<file path="src/rtl/aud_sample_fifo_if.sv">
// Producer/consumer handshake bundle for the audio sample FIFO.
// The FIFO takes the slave side; whoever drives samples in and pulls them out is master.
interface aud_sample_fifo_if #(
  parameter int DATA_W = 16
);
  logic                     wr_valid;
  logic signed [DATA_W-1:0] wr_data;
  logic                     wr_ready;
  logic                     rd_valid;
  logic signed [DATA_W-1:0] rd_data;
  logic                     rd_ready;

  modport master (
    output wr_valid, wr_data, rd_ready,
    input  wr_ready, rd_valid, rd_data
  );

  modport slave (
    input  wr_valid, wr_data, rd_ready,
    output wr_ready, rd_valid, rd_data
  );
endinterface

</file>
<file path="src/rtl/aud_sample_fifo.sv">
// Single-clock first-word-fall-through sample FIFO between recorder and DSP,
// with sticky overflow/underrun flags and saturating event counters.
module aud_sample_fifo #(
  parameter int DATA_W      = 16,
  parameter int DEPTH       = 16,
  parameter int DROP_OLDEST = 0,
  parameter int CNT_W       = 8,
  localparam int ADDR_W     = $clog2(DEPTH)
) (
  input  logic                     i_clk,
  input  logic                     i_rst,
  input  logic                     i_clear,
  aud_sample_fifo_if.slave         bus,
  output logic signed [DATA_W-1:0] o_last_sample,
  output logic [ADDR_W:0]          o_level,
  output logic                     o_primed,
  output logic                     o_overflow,
  output logic                     o_underrun,
  output logic [CNT_W-1:0]         o_ovf_cnt,
  output logic [CNT_W-1:0]         o_udr_cnt
);

  localparam logic [ADDR_W:0] FULL_LVL = (ADDR_W+1)'(DEPTH);
  localparam logic            DROP     = (DROP_OLDEST != 0);

  typedef enum logic {IDLE = 1'b0, RUN = 1'b1} state_t;

  state_t                   state, state_nxt;
  logic signed [DATA_W-1:0] mem [DEPTH];
  logic [ADDR_W-1:0]        wr_ptr, rd_ptr;
  logic                     flush, full, empty;
  logic                     wr_fire, rd_fire, drop, ovf_evt, udr_evt;

  function automatic logic [CNT_W-1:0] sat_inc(input logic [CNT_W-1:0] c);
    return (&c) ? c : c + 1'b1;
  endfunction

  assign flush = i_rst | i_clear;
  assign full  = (o_level == FULL_LVL);
  assign empty = (o_level == '0);

  assign bus.wr_ready = ~full | DROP;
  assign bus.rd_valid = ~empty;
  assign bus.rd_data  = empty ? '0 : mem[rd_ptr];

  assign wr_fire = bus.wr_valid & bus.wr_ready;
  assign rd_fire = bus.rd_valid & bus.rd_ready;
  // Only reachable with DROP set: a full FIFO otherwise refuses the write.
  assign drop    = full & wr_fire & ~rd_fire;
  // Without DROP a full-FIFO write is lost even if a pop frees a slot this cycle.
  assign ovf_evt = full & bus.wr_valid & (~DROP | ~rd_fire);
  assign udr_evt = (state == RUN) & empty & bus.rd_ready;

  always_ff @(posedge i_clk) begin
    if (i_rst || i_clear) state <= IDLE;
    else                  state <= state_nxt;
  end

  always_comb begin
    state_nxt = state;
    o_primed  = (state == RUN);
    case (state)
      IDLE:    if (wr_fire) state_nxt = RUN;
      RUN:     state_nxt = RUN;
      default: state_nxt = IDLE;
    endcase
  end

  always_ff @(posedge i_clk) begin
    if (wr_fire && !flush) mem[wr_ptr] <= bus.wr_data;
  end

  always_ff @(posedge i_clk) begin
    if (flush) begin
      wr_ptr        <= '0;
      rd_ptr        <= '0;
      o_level       <= '0;
      o_last_sample <= '0;
      o_overflow    <= 1'b0;
      o_underrun    <= 1'b0;
      o_ovf_cnt     <= '0;
      o_udr_cnt     <= '0;
    end else begin
      if (wr_fire)          wr_ptr <= wr_ptr + 1'b1;
      if (rd_fire || drop)  rd_ptr <= rd_ptr + 1'b1;
      if (rd_fire)          o_last_sample <= bus.rd_data;

      if (wr_fire && !rd_fire && !drop) o_level <= o_level + 1'b1;
      else if (rd_fire && !wr_fire)     o_level <= o_level - 1'b1;

      if (ovf_evt) begin
        o_overflow <= 1'b1;
        o_ovf_cnt  <= sat_inc(o_ovf_cnt);
      end
      if (udr_evt) begin
        o_underrun <= 1'b1;
        o_udr_cnt  <= sat_inc(o_udr_cnt);
      end
    end
  end

endmodule
</file>
<file path="src/flat_wrapper.sv">
// flat-port wrapper written by rule: the top's interface ports become plain ports
module aud_sample_fifo_flat 
#(
  parameter int DATA_W      = 16,
  parameter int DEPTH       = 16,
  parameter int DROP_OLDEST = 0,
  parameter int CNT_W       = 8,
  localparam int ADDR_W     = $clog2(DEPTH)
)
  (i_clk, i_rst, i_clear, o_last_sample, o_level, o_primed, o_overflow, o_underrun, o_ovf_cnt, o_udr_cnt, bus_wr_valid, bus_wr_data, bus_rd_ready, bus_wr_ready, bus_rd_valid, bus_rd_data);
  aud_sample_fifo_if #(.DATA_W(DATA_W)) bus_i ();
  input  logic i_clk;
  input  logic i_rst;
  input  logic i_clear;
  output logic signed [DATA_W-1:0] o_last_sample;
  output logic [ADDR_W:0] o_level;
  output logic o_primed;
  output logic o_overflow;
  output logic o_underrun;
  output logic [CNT_W-1:0] o_ovf_cnt;
  output logic [CNT_W-1:0] o_udr_cnt;
  input wire logic [$bits(bus_i.wr_valid)-1:0] bus_wr_valid;
  input wire logic [$bits(bus_i.wr_data)-1:0] bus_wr_data;
  input wire logic [$bits(bus_i.rd_ready)-1:0] bus_rd_ready;
  output wire logic [$bits(bus_i.wr_ready)-1:0] bus_wr_ready;
  output wire logic [$bits(bus_i.rd_valid)-1:0] bus_rd_valid;
  output wire logic [$bits(bus_i.rd_data)-1:0] bus_rd_data;
  assign bus_i.wr_valid = bus_wr_valid;
  assign bus_i.wr_data = bus_wr_data;
  assign bus_i.rd_ready = bus_rd_ready;
  assign bus_wr_ready = bus_i.wr_ready;
  assign bus_rd_valid = bus_i.rd_valid;
  assign bus_rd_data = bus_i.rd_data;
  aud_sample_fifo #(.DATA_W(DATA_W), .DEPTH(DEPTH), .DROP_OLDEST(DROP_OLDEST), .CNT_W(CNT_W)) u_core (.i_clk(i_clk), .i_rst(i_rst), .i_clear(i_clear), .bus(bus_i), .o_last_sample(o_last_sample), .o_level(o_level), .o_primed(o_primed), .o_overflow(o_overflow), .o_underrun(o_underrun), .o_ovf_cnt(o_ovf_cnt), .o_udr_cnt(o_udr_cnt));
endmodule
</file>
<file path="config.mk">
export PLATFORM = sky130hd
export DESIGN_NAME = aud_sample_fifo_flat
export DESIGN_NICKNAME = d
export VERILOG_FILES = /design/src/rtl/aud_sample_fifo_if.sv /design/src/rtl/aud_sample_fifo.sv /design/src/flat_wrapper.sv
export SDC_FILE = /design/constraint.sdc
export NUM_CORES = 1
export LEC_CHECK = 0
export ABC_AREA = 1
export CELL_PAD_IN_SITES_DETAIL_PLACEMENT = 0
export CELL_PAD_IN_SITES_GLOBAL_PLACEMENT = 2
export CORE_MARGIN = 2
export CORE_UTILIZATION = 35
export DETAILED_ROUTE_END_ITERATION = 16
export GPL_TIMING_DRIVEN = 0
export PLACE_DENSITY = 0.8
export SLEW_MARGIN = 20
export SYNTH_ARGS = -nofsm -noshare
export SYNTH_HDL_FRONTEND = slang
export SYNTH_SLANG_ARGS = --single-unit
</file>
<file path="constraint.sdc">
create_clock -name i_clk -period 6.3 [get_ports i_clk]
set_clock_uncertainty 0.05 [all_clocks]
set_input_delay 1.89 -clock i_clk [delete_from_list [all_inputs] [get_ports i_clk]]
set_output_delay 1.89 -clock i_clk [all_outputs]
set_load 0.05 [all_outputs]
</file>
==> reports/summary.txt, run 1 <==
Status -> completed
Final Hold Vio Count -> 0
PortBufs -> 78
Grt ovf -> 0
Root Driver -> clkbuf_16
Reg2Reg Depth -> 8
CTS Hold Bufs -> 0
Per-cell routed wire length -> 20.2 um
R2r startpoint -> u_core.o_level[0]
Post-synth EDFFs -> 256
Maxcap violations -> 0
Hold path startpoint -> u_core.o_overflow
Post-synth top area share -> 58.8%
Synthesized area -> 13,100 um2
F_max -> 0.185 GHz
ANT nets after route -> 0
Row Count -> 70
Post-route setup TNS -> 0 ns
Reg-to-Reg End -> u_core.mem[15][13]
Flops & latches, synth -> 308
Sink Count -> 308
Req. time, crit path -> 4.36 ns
Height of the die -> 197 um
Sequential fraction of the synthesis area -> 66.7%
GPL Wtd Cong -> 0.789
Mapped Cells -> 1,293
Worst-path cell chain -> buf_2, buf_1, nand2_1, nand3_1, nand3_1, a21oi_1, clkdlybuf4s50_1
H-Tree Depth -> 2
Reg2Reg Setup Slack -> 3.73 ns
WHS Endpoint -> u_core.o_overflow
Post-DP HPWL -> 27,000 um
Final #Nets -> 1,460
Synth area leader -> edfxtp_1
RSZ-0062 raised after global routing -> false
LEAKAGE -> 6.13 nW
Share of cells above drive strength 1 -> 10.3%
Final period utilization -> 85.7%
Most used cell, CP -> nand3_1
Global-route usage over all layers -> 20.3%
Setup violations, final -> 0
Max-slew headroom -> 35.1%
CTS tree -> yes
Num CTS Buffers -> 35
Slew Limit Fails -> 0
Core Footprint -> 36,700 um2
Initial antenna violation count -> 1
Fin crit period -> 5.40 ns
Syn Area/Cell -> 10.1 um2
Clk buf depth -> 3
Final wirelength -> 38,900 um
Vias in the first global route -> 9,138
Critical Path AT -> 3.46 ns
Crit end category -> output pin
Worst hold stages -> 2
Worst-Skew Late Latency -> 0.51 ns
Synth top cells by count -> nand2_1, edfxtp_1, nand3_1, nor2_1, inv_1
Die Footprint -> 38,900 um2
Hold/Removal Path Class -> flip-flop to flip-flop
Initial DRC count -> 658
Slowest CP cell -> clkdlybuf4s50_1
Pwr/cell area -> 301 nW/um2
Cell variety after synth -> 31
Async SR Flop Fraction -> 0%
Starting Density -> 35.6%
Max FO, Critical Path -> 10
Largest net degree at the start of global routing -> 17
Top-count cell post-synth -> nand2_1
Ys flop type -> edfxtp_1
VDD IR-drop max -> 0.000164 V
Synth-to-Final Area Change -> 20.6%
Post-CTS Setup Inserts -> 0
Slew @ Worst Pin -> 0.970 ns
Pre-antenna DRT Iters -> 5
Clock transition at path regs -> 0.06 ns
DIE WIDTH -> 197 um
Post-Syn Nets -> 1,325
IO Pins -> 79
Vias per std cell -> 4.89
Largest stage delay, worst path -> 0.85 ns
CP startpoint kind -> flip-flop
# DRC -> 0
Cts repair resizes -> 0
Vias -> 9,399
Core Util, Final -> 43.0%
Synth Warn # -> 0
First-pass GRT wire length -> 57,500 um
Setup Crit Path Kind -> flip-flop to output pin
Synth area leaders -> edfxtp_1, nand2_1, dfxtp_1, nand3_1, nor2_1
stage by stage:
stage	power (mW)	cell area, um2	hold WS, ns	setup slack (ns)	cells
after floorplan	2.67	13100	0.397	2.06	1293
after CTS	4.79	15800	0.436	0.969	1920
after detailed placement	2.91	14700	0.422	1.29	1859
after global placement	2.91	14400	0.404	-0.146	1839
after global routing	4.91	15800	0.450	0.752	1920
final	4.75	15800	0.440	0.902	1922
registers in the layout, indices dropped and copies added, names as in the netlist, named ones only:
signal and flops:
u_core.o_underrun 1, u_core.rd_ptr 4, u_core.mem 256, u_core.o_ovf_cnt 8, u_core.wr_ptr 4, u_core.o_overflow 1, u_core.o_primed 1, u_core.o_level 5
u_core.o_last_sample 16, u_core.o_udr_cnt 8
worst max-delay path, delay by kind of cell, from the launching register on:
kind | cells | cell delay, ns
AOI/OAI and AO/OA | 1 | 0.28
DFF | 1 | 0.30
buffers and inverters | 3 | 1.83
and+or+nand+nor | 3 | 0.54
area by class of cell:
class | instances | area (um2)
inverters | 84 | 318
flip-flops and latches | 308 | 8730
clock inverters | 19 | 88.8
repair buffers | 98 | 1000
plain buffers | 61 | 379
multi-input cells | 840 | 3700
fillers | 3536 | 20900
clock buffers | 42 | 965
well taps | 468 | 586
diodes | 2 | 5.00
cell families after synthesis:
| logic type | after synthesis | share of synthesized area (%) |
|---|---|---|
| AO/OA/AOI/OAI | 69 | 2.76 |
| AND/OR/NAND/NOR | 749 | 23.3 |
| adder cells (fa/ha/maj) | 11 | 1.11 |
| XOR/XNOR | 11 | 0.737 |
| flip-flops | 308 | 66.7 |
| buffers and inverters | 145 | 5.33 |
power by group:
part	internal (mW)	switching, mW
Combinational	0.182	0.445
Sequential	2.22	0.0154
Clock	1.09	0.799
Total	3.49	1.26
how the worst max path moves through the flow:
stage,start,to,slack (ns),cells after the start
after floorplan,u_core.o_level[0],bus_rd_data[0],2.06,5
after global placement,i_clear,u_core.mem[7][11],-0.15,5
final,flip-flop,bus_rd_data[14],0.90,7
after global routing,flip-flop,bus_rd_data[14],0.75,7
after detailed placement,i_clear,u_core.mem[15][12],1.29,7
after CTS,flip-flop,bus_rd_data[14],0.97,7
layout by cell type, fill, tap and decap left out, types with 10 or more instances in the layout:
| cell | count |
|---|---|
| nand2_1 | 486 |
| edfxtp_1 | 256 |
| nand3_1 | 142 |
| nor2_1 | 88 |
| clkdlybuf4s50_1 | 78 |
| inv_1 | 76 |
| dfxtp_1 | 52 |
| a21oi_1 | 37 |
| clkbuf_16 | 37 |
| o21ai_0 | 25 |
| buf_2 | 24 |
| buf_6 | 18 |
| clkbuf_1 | 16 |
| nor2_2 | 16 |
| buf_4 | 14 |
| clkinv_2 | 11 |
| ha_1 | 10 |
per-layer routing:
metal / GRT usage, % / vias to the layer above / share of wire (%) / routed length (um)
met4: 6.27 / 0 / 2.8 / 1070
li1: - / 4552 / - / -
met2: 33.1 / 252 / 47 / 18100
met3: 2.08 / 68 / 4.6 / 1790
met1: 28.5 / 4527 / 46 / 17900
met5: 0 / - / 0 / 0
(Power assumes the default switching activity.)
==> run 2, diff against run 1 <==
--- a/config.mk
+++ b/config.mk
@@ -6,12 +6,12 @@
 export NUM_CORES = 1
 export LEC_CHECK = 0
 export ABC_AREA = 1
+export ABC_CLOCK_PERIOD_IN_PS = 6300
 export CELL_PAD_IN_SITES_DETAIL_PLACEMENT = 0
 export CELL_PAD_IN_SITES_GLOBAL_PLACEMENT = 2
 export CORE_MARGIN = 2
 export CORE_UTILIZATION = 35
 export DETAILED_ROUTE_END_ITERATION = 16
-export GPL_TIMING_DRIVEN = 0
 export PLACE_DENSITY = 0.8
 export SLEW_MARGIN = 20
 export SYNTH_ARGS = -nofsm -noshare
==> reports/summary.txt, run 2 (synthesis results as in run 1) <==
Buf+Inv Stages, Crit Path -> 3
Setup Crit Path Kind -> flip-flop to output pin
Most used cell, CP -> nand3_1
GRT met3 Usage -> 3.82%
Vias in the first global route -> 8,854
Initial DRC count -> 650
Sequential Power Share -> 46.6%
Clk pwr share -> 41.3%
# DRC -> 0
CP startpoint kind -> flip-flop
Leading cell type in the layout, fill and taps excluded -> nand2_1
Per-cell routed wire length -> 19.5 um
Most frequent cells in the layout -> nand2_1, edfxtp_1, nand3_1
GPL Wtd Cong -> 0.753
Worst-path cell chain -> inv_2, buf_4, o211ai_1, nand3_1, nand3_1, a21oi_1, clkdlybuf4s50_1
Crit end category -> output pin
Final wirelength -> 36,500 um
Busiest layer in global routing -> met2
Core Util, Final -> 42.2%
Max FO, Critical Path -> 37
Critical Path AT -> 3.36 ns
Slew @ Worst Pin -> 0.943 ns
Max reg flops -> 256
Post-DP HPWL -> 20,700 um
Slew Limit Fails -> 0
Fin crit period -> 5.30 ns
Req. time, crit path -> 4.36 ns
Setup ws final -> 1.00 ns
Sw power -> 1.24 mW
Largest stage delay, worst path -> 0.87 ns
Slowest CP cell -> clkdlybuf4s50_1
VDD IR-drop max -> 0.000164 V
PortBufs -> 78
Max-slew headroom -> 37.1%
Status -> completed
Pre-CTS WS -> 1.53 ns
Switching part of the total power -> 25.8%
Starting Density -> 35.6%
CTS Hold Bufs -> 0
Vias per std cell -> 4.86
Pwr/cell area -> 310 nW/um2
Synth-to-Final Area Change -> 18.4%
Worst path top cell family by delay -> buffers and inverters
Row Count -> 70
Top flop regs -> u_core.mem (256), u_core.o_last_sample (16)
Grt ovf -> 0
LEAKAGE -> 5.96 nW
IO Pins -> 79
Final #Nets -> 1,410
H-Tree Depth -> 2
Top reg by flops -> u_core.mem
Core Footprint -> 36,700 um2
Clk buf depth -> 3
Largest net degree at the start of global routing -> 83
Combinational share of power -> 12.1%
F_max -> 0.189 GHz
ANT nets after route -> 0
Sink Count -> 308
Share of cells above drive strength 1 -> 8.40%
Pre-antenna DRT Iters -> 7
Setup violations, final -> 0
Final period utilization -> 84.1%
Cell Int Power -> 3.56 mW
Die Footprint -> 38,900 um2
Final Hold Vio Count -> 0
Maxcap violations -> 0
Post-CTS Setup Inserts -> 0
Clock transition at path regs -> 0.05 ns
Initial antenna violation count -> 6
RSZ-0062 raised after global routing -> false
Num CTS Buffers -> 35
Global-route usage over all layers -> 19.2%
Grt met2 use -> 31.0%
Cts repair resizes -> 0
Grt met1 use -> 25.9%
Ant. Diodes -> 0
Height of the die -> 197 um
DIE WIDTH -> 197 um
Hold/Removal Path Class -> flip-flop to flip-flop
Post-route setup TNS -> 0 ns
Worst-Skew Late Latency -> 0.53 ns
Vias -> 9,089
Root Driver -> clkbuf_16
First-pass GRT wire length -> 55,100 um
CTS tree -> yes
## run 2: cell types whose count changed in the layout (fill, tap and decap cells not counted), sizes merged
cell,delta
inv,+1
diode,-2
buf,-37
clkbuf,-6
clkinv,-7
bufinv,+1
## run 2: area by class of cell
cell class	count	area (um2)
Fill cell	3532	21200
Clock inverter	14	106
Clock buffer	49	1020
Timing Repair Buffer	109	1010
Sequential cell	308	8730
Multi-Input combinational cell	840	3700
Tap cell	468	586
Inverter	84	318
## run 2: power groups by stage
stage / clock (mW) / combinational, mW / sequential, mW
after floorplan: 0 / 0.348 / 2.32
after global placement: 0 / 0.583 / 2.28
after detailed placement: 0 / 0.586 / 2.28
after CTS: 2.03 / 0.588 / 2.24
after global routing: 2.10 / 0.633 / 2.24
final: 1.99 / 0.579 / 2.24
## run 2: stage by stage
stage	area (um2)	hold slack, ns	cells	total power, mW
3_5_place_dp	14400	0.418	1809	2.87
6_report	15500	0.424	1872	4.80
2_1_floorplan	13100	0.397	1293	2.67
4_1_cts	15500	0.431	1872	4.86
5_1_grt	15500	0.465	1872	4.97
3_3_place_gp	14400	0.408	1809	2.86
## run 2: worst paths after layout
| kind | startpoint | endpoint | slack (ns) | cells after the start |
|---|---|---|---|---|
| hold reg to reg | u_core.o_overflow | u_core.o_overflow | 0.42 | 2 |
| setup reg to reg | u_core.o_level[0] | u_core.o_level[4] | 3.88 | 13 |
| setup / recovery | flip-flop | bus_rd_data[8] | 1.00 | 7 |
| hold / removal | u_core.o_overflow | u_core.o_overflow | 0.42 | 2 |
## run 2: per-layer routing
layer,wire (um),vias to the layer above
met5,69,-
met4,1020,10
met3,2210,62
met2,17000,256
met1,16200,4308
li1,-,4453
## run 2: tightest hold or removal path: stages (launching register included)
cell and delay [ns]:
dfxtp_1 0.32, nor2_1 0.05, nor2_1 0.07
==> run 3, diff against run 2 <==
--- a/config.mk
+++ b/config.mk
@@ -6,13 +6,13 @@
 export NUM_CORES = 1
 export LEC_CHECK = 0
 export ABC_AREA = 1
-export ABC_CLOCK_PERIOD_IN_PS = 6300
+export ABC_CLOCK_PERIOD_IN_PS = 4400
 export CELL_PAD_IN_SITES_DETAIL_PLACEMENT = 0
 export CELL_PAD_IN_SITES_GLOBAL_PLACEMENT = 2
 export CORE_MARGIN = 2
 export CORE_UTILIZATION = 35
 export DETAILED_ROUTE_END_ITERATION = 16
-export PLACE_DENSITY = 0.8
+export PLACE_DENSITY = 0.83
 export SLEW_MARGIN = 20
 export SYNTH_ARGS = -nofsm -noshare
 export SYNTH_HDL_FRONTEND = slang
==> constraint.sdc (replaced) <==
create_clock -name i_clk -period 4.4 [get_ports i_clk]
set_clock_uncertainty 0.05 [all_clocks]
set_input_delay 1.32 -clock i_clk [delete_from_list [all_inputs] [get_ports i_clk]]
set_output_delay 1.32 -clock i_clk [all_outputs]
set_load 0.05 [all_outputs]
==> reports/summary.txt, run 3 (synthesis results as in run 1) <==
VDD IR-drop max -> 0.000261 V
Initial antenna violation count -> 2
Vias -> 9,138
Slew Limit Fails -> 0
Vias per std cell -> 4.86
CP startpoint kind -> flip-flop
# DRC -> 0
RSZ-0062 raised after global routing -> false
Sink Count -> 308
Final wirelength -> 36,700 um
Combinational share of power -> 12.5%
Per-cell routed wire length -> 19.5 um
Crit end category -> output pin
Most frequent cells in the layout -> nand2_1, edfxtp_1, nand3_1
Final #Nets -> 1,418
Sw power -> 1.83 mW
Clk pwr share -> 43.9%
Post-DP HPWL -> 22,500 um
Slowest CP cell -> dfxtp_4
Switching part of the total power -> 24.8%
Max FO, Critical Path -> 39
Hold Slack -> 0.423 ns
Max-slew headroom -> 41.7%
Status -> completed
LEAKAGE -> 6.19 nW
PortBufs -> 78
Req. time, crit path -> 3.03 ns
Pre-antenna DRT Iters -> 5
Root Driver -> clkbuf_16
Starting Density -> 35.6%
Cell Int Power -> 5.54 mW
Vias in the first global route -> 8,783
H-Tree Depth -> 2
Worst-Skew Late Latency -> 0.52 ns
Pwr/cell area -> 462 nW/um2
Largest net degree at the start of global routing -> 61
Core Footprint -> 36,700 um2
Row Count -> 70
Core Util, Final -> 43.4%
Hold/Removal Path Class -> flip-flop to flip-flop
Grt ovf -> 0
Cts repair resizes -> 0
First-pass GRT wire length -> 55,500 um
Worst-path cell chain -> buf_4, nor2_1, nor2_1, o21ai_0, nand3_1, nand3_1, a21oi_1, buf_12
Clk buf depth -> 3
Critical Path AT -> 2.77 ns
IO Pins -> 79
Final period utilization -> 94.1%
Maxcap violations -> 0
Clock transition at path regs -> 0.06 ns
Setup Crit Path Kind -> flip-flop to output pin
Num CTS Buffers -> 36
Max reg flops -> 256
GPL Wtd Cong -> 0.769
Share of cells above drive strength 1 -> 10.3%
Initial DRC count -> 848
Post-CTS Setup Inserts -> 0
Die Footprint -> 38,900 um2
CTS tree -> yes
Largest stage delay, worst path -> 0.59 ns
DIE WIDTH -> 197 um
ANT nets after route -> 0
Final Hold Vio Count -> 0
Sequential Power Share -> 43.6%
Global-route usage over all layers -> 19.2%
Setup violations, final -> 0
Ant. Diodes -> 0
Top flop regs -> u_core.mem (256), u_core.o_last_sample (16)
Synth-to-Final Area Change -> 21.9%
CTS Hold Bufs -> 0
Slew @ Worst Pin -> 0.872 ns
F_max -> 0.242 GHz
Leading cell type in the layout, fill and taps excluded -> nand2_1
Top reg by flops -> u_core.mem
Post-route setup TNS -> 0 ns
Height of the die -> 197 um
Fin crit period -> 4.14 ns
==> run 3: changes by cell type in the layout (fill, tap and decap cells not counted), moves of 2 or more <==
| cell | change |
|---|---|
| clkdlybuf4s50_1 | -16 |
| bufinv_16 | +7 |
| clkinv_2 | +2 |
| buf_12 | +23 |
| clkbuf_8 | -3 |
==> run 3: metrics by stage <==
stage | power, mW | area, um2 | setup WS, ns | instances
after global routing | 7.62 | 15900 | 0.120 | 1882
after global placement | 4.20 | 14700 | 0.744 | 1816
final | 7.36 | 15900 | 0.260 | 1882
after CTS | 7.42 | 15900 | 0.264 | 1882
after detailed placement | 4.20 | 14700 | 0.744 | 1816
after floorplan | 3.82 | 13100 | 0.731 | 1293
==> run 3: worst max-delay path, delay by kind of cell, from the launching register on <==
family          cells  cell delay (ns)
buf+inv             2             0.69
flops               1             0.59
simple gates        4             0.46
compound gates      2             0.46
==> run 3: final cells by class <==
cell class | count | area, um2
fill | 3486 | 20800
sequential | 308 | 8730
multi-input combinational | 840 | 3700
timing repair buffer | 116 | 1310
clock buffer | 45 | 977
tap | 468 | 586
inverter | 84 | 318
clock inverter | 21 | 314
==> run 3: metal layers <==
metal	part of all wire (%)	global-route usage [%]	wire length [um]
met1	44	26.7	16100
met3	6.8	3.35	2490
met5	0.063	0	23
met4	2.3	5.63	855
met2	47	30.9	17200
==> run 3: power by group through the flow <==
| stage | clock, mW | sequential [mW] | combinational (mW) |
|---|---|---|---|
| after CTS | 3.28 | 3.21 | 0.932 |
| after global placement | 0 | 3.27 | 0.927 |
| final | 3.23 | 3.21 | 0.921 |
| after floorplan | 0 | 3.32 | 0.498 |
| after global routing | 3.41 | 3.22 | 0.996 |
| after detailed placement | 0 | 3.27 | 0.928 |
==> run 3: final timing paths <==
check                    startpoint                 to  slack, ns  depth (start not counted)
setup / recovery          flip-flop     bus_rd_data[7]       0.26                          8
hold / removal    u_core.o_overflow  u_core.o_overflow       0.42                          2
setup reg to reg  u_core.o_level[0]  u_core.mem[8][13]       2.05                          7
hold reg to reg   u_core.o_overflow  u_core.o_overflow       0.42                          2
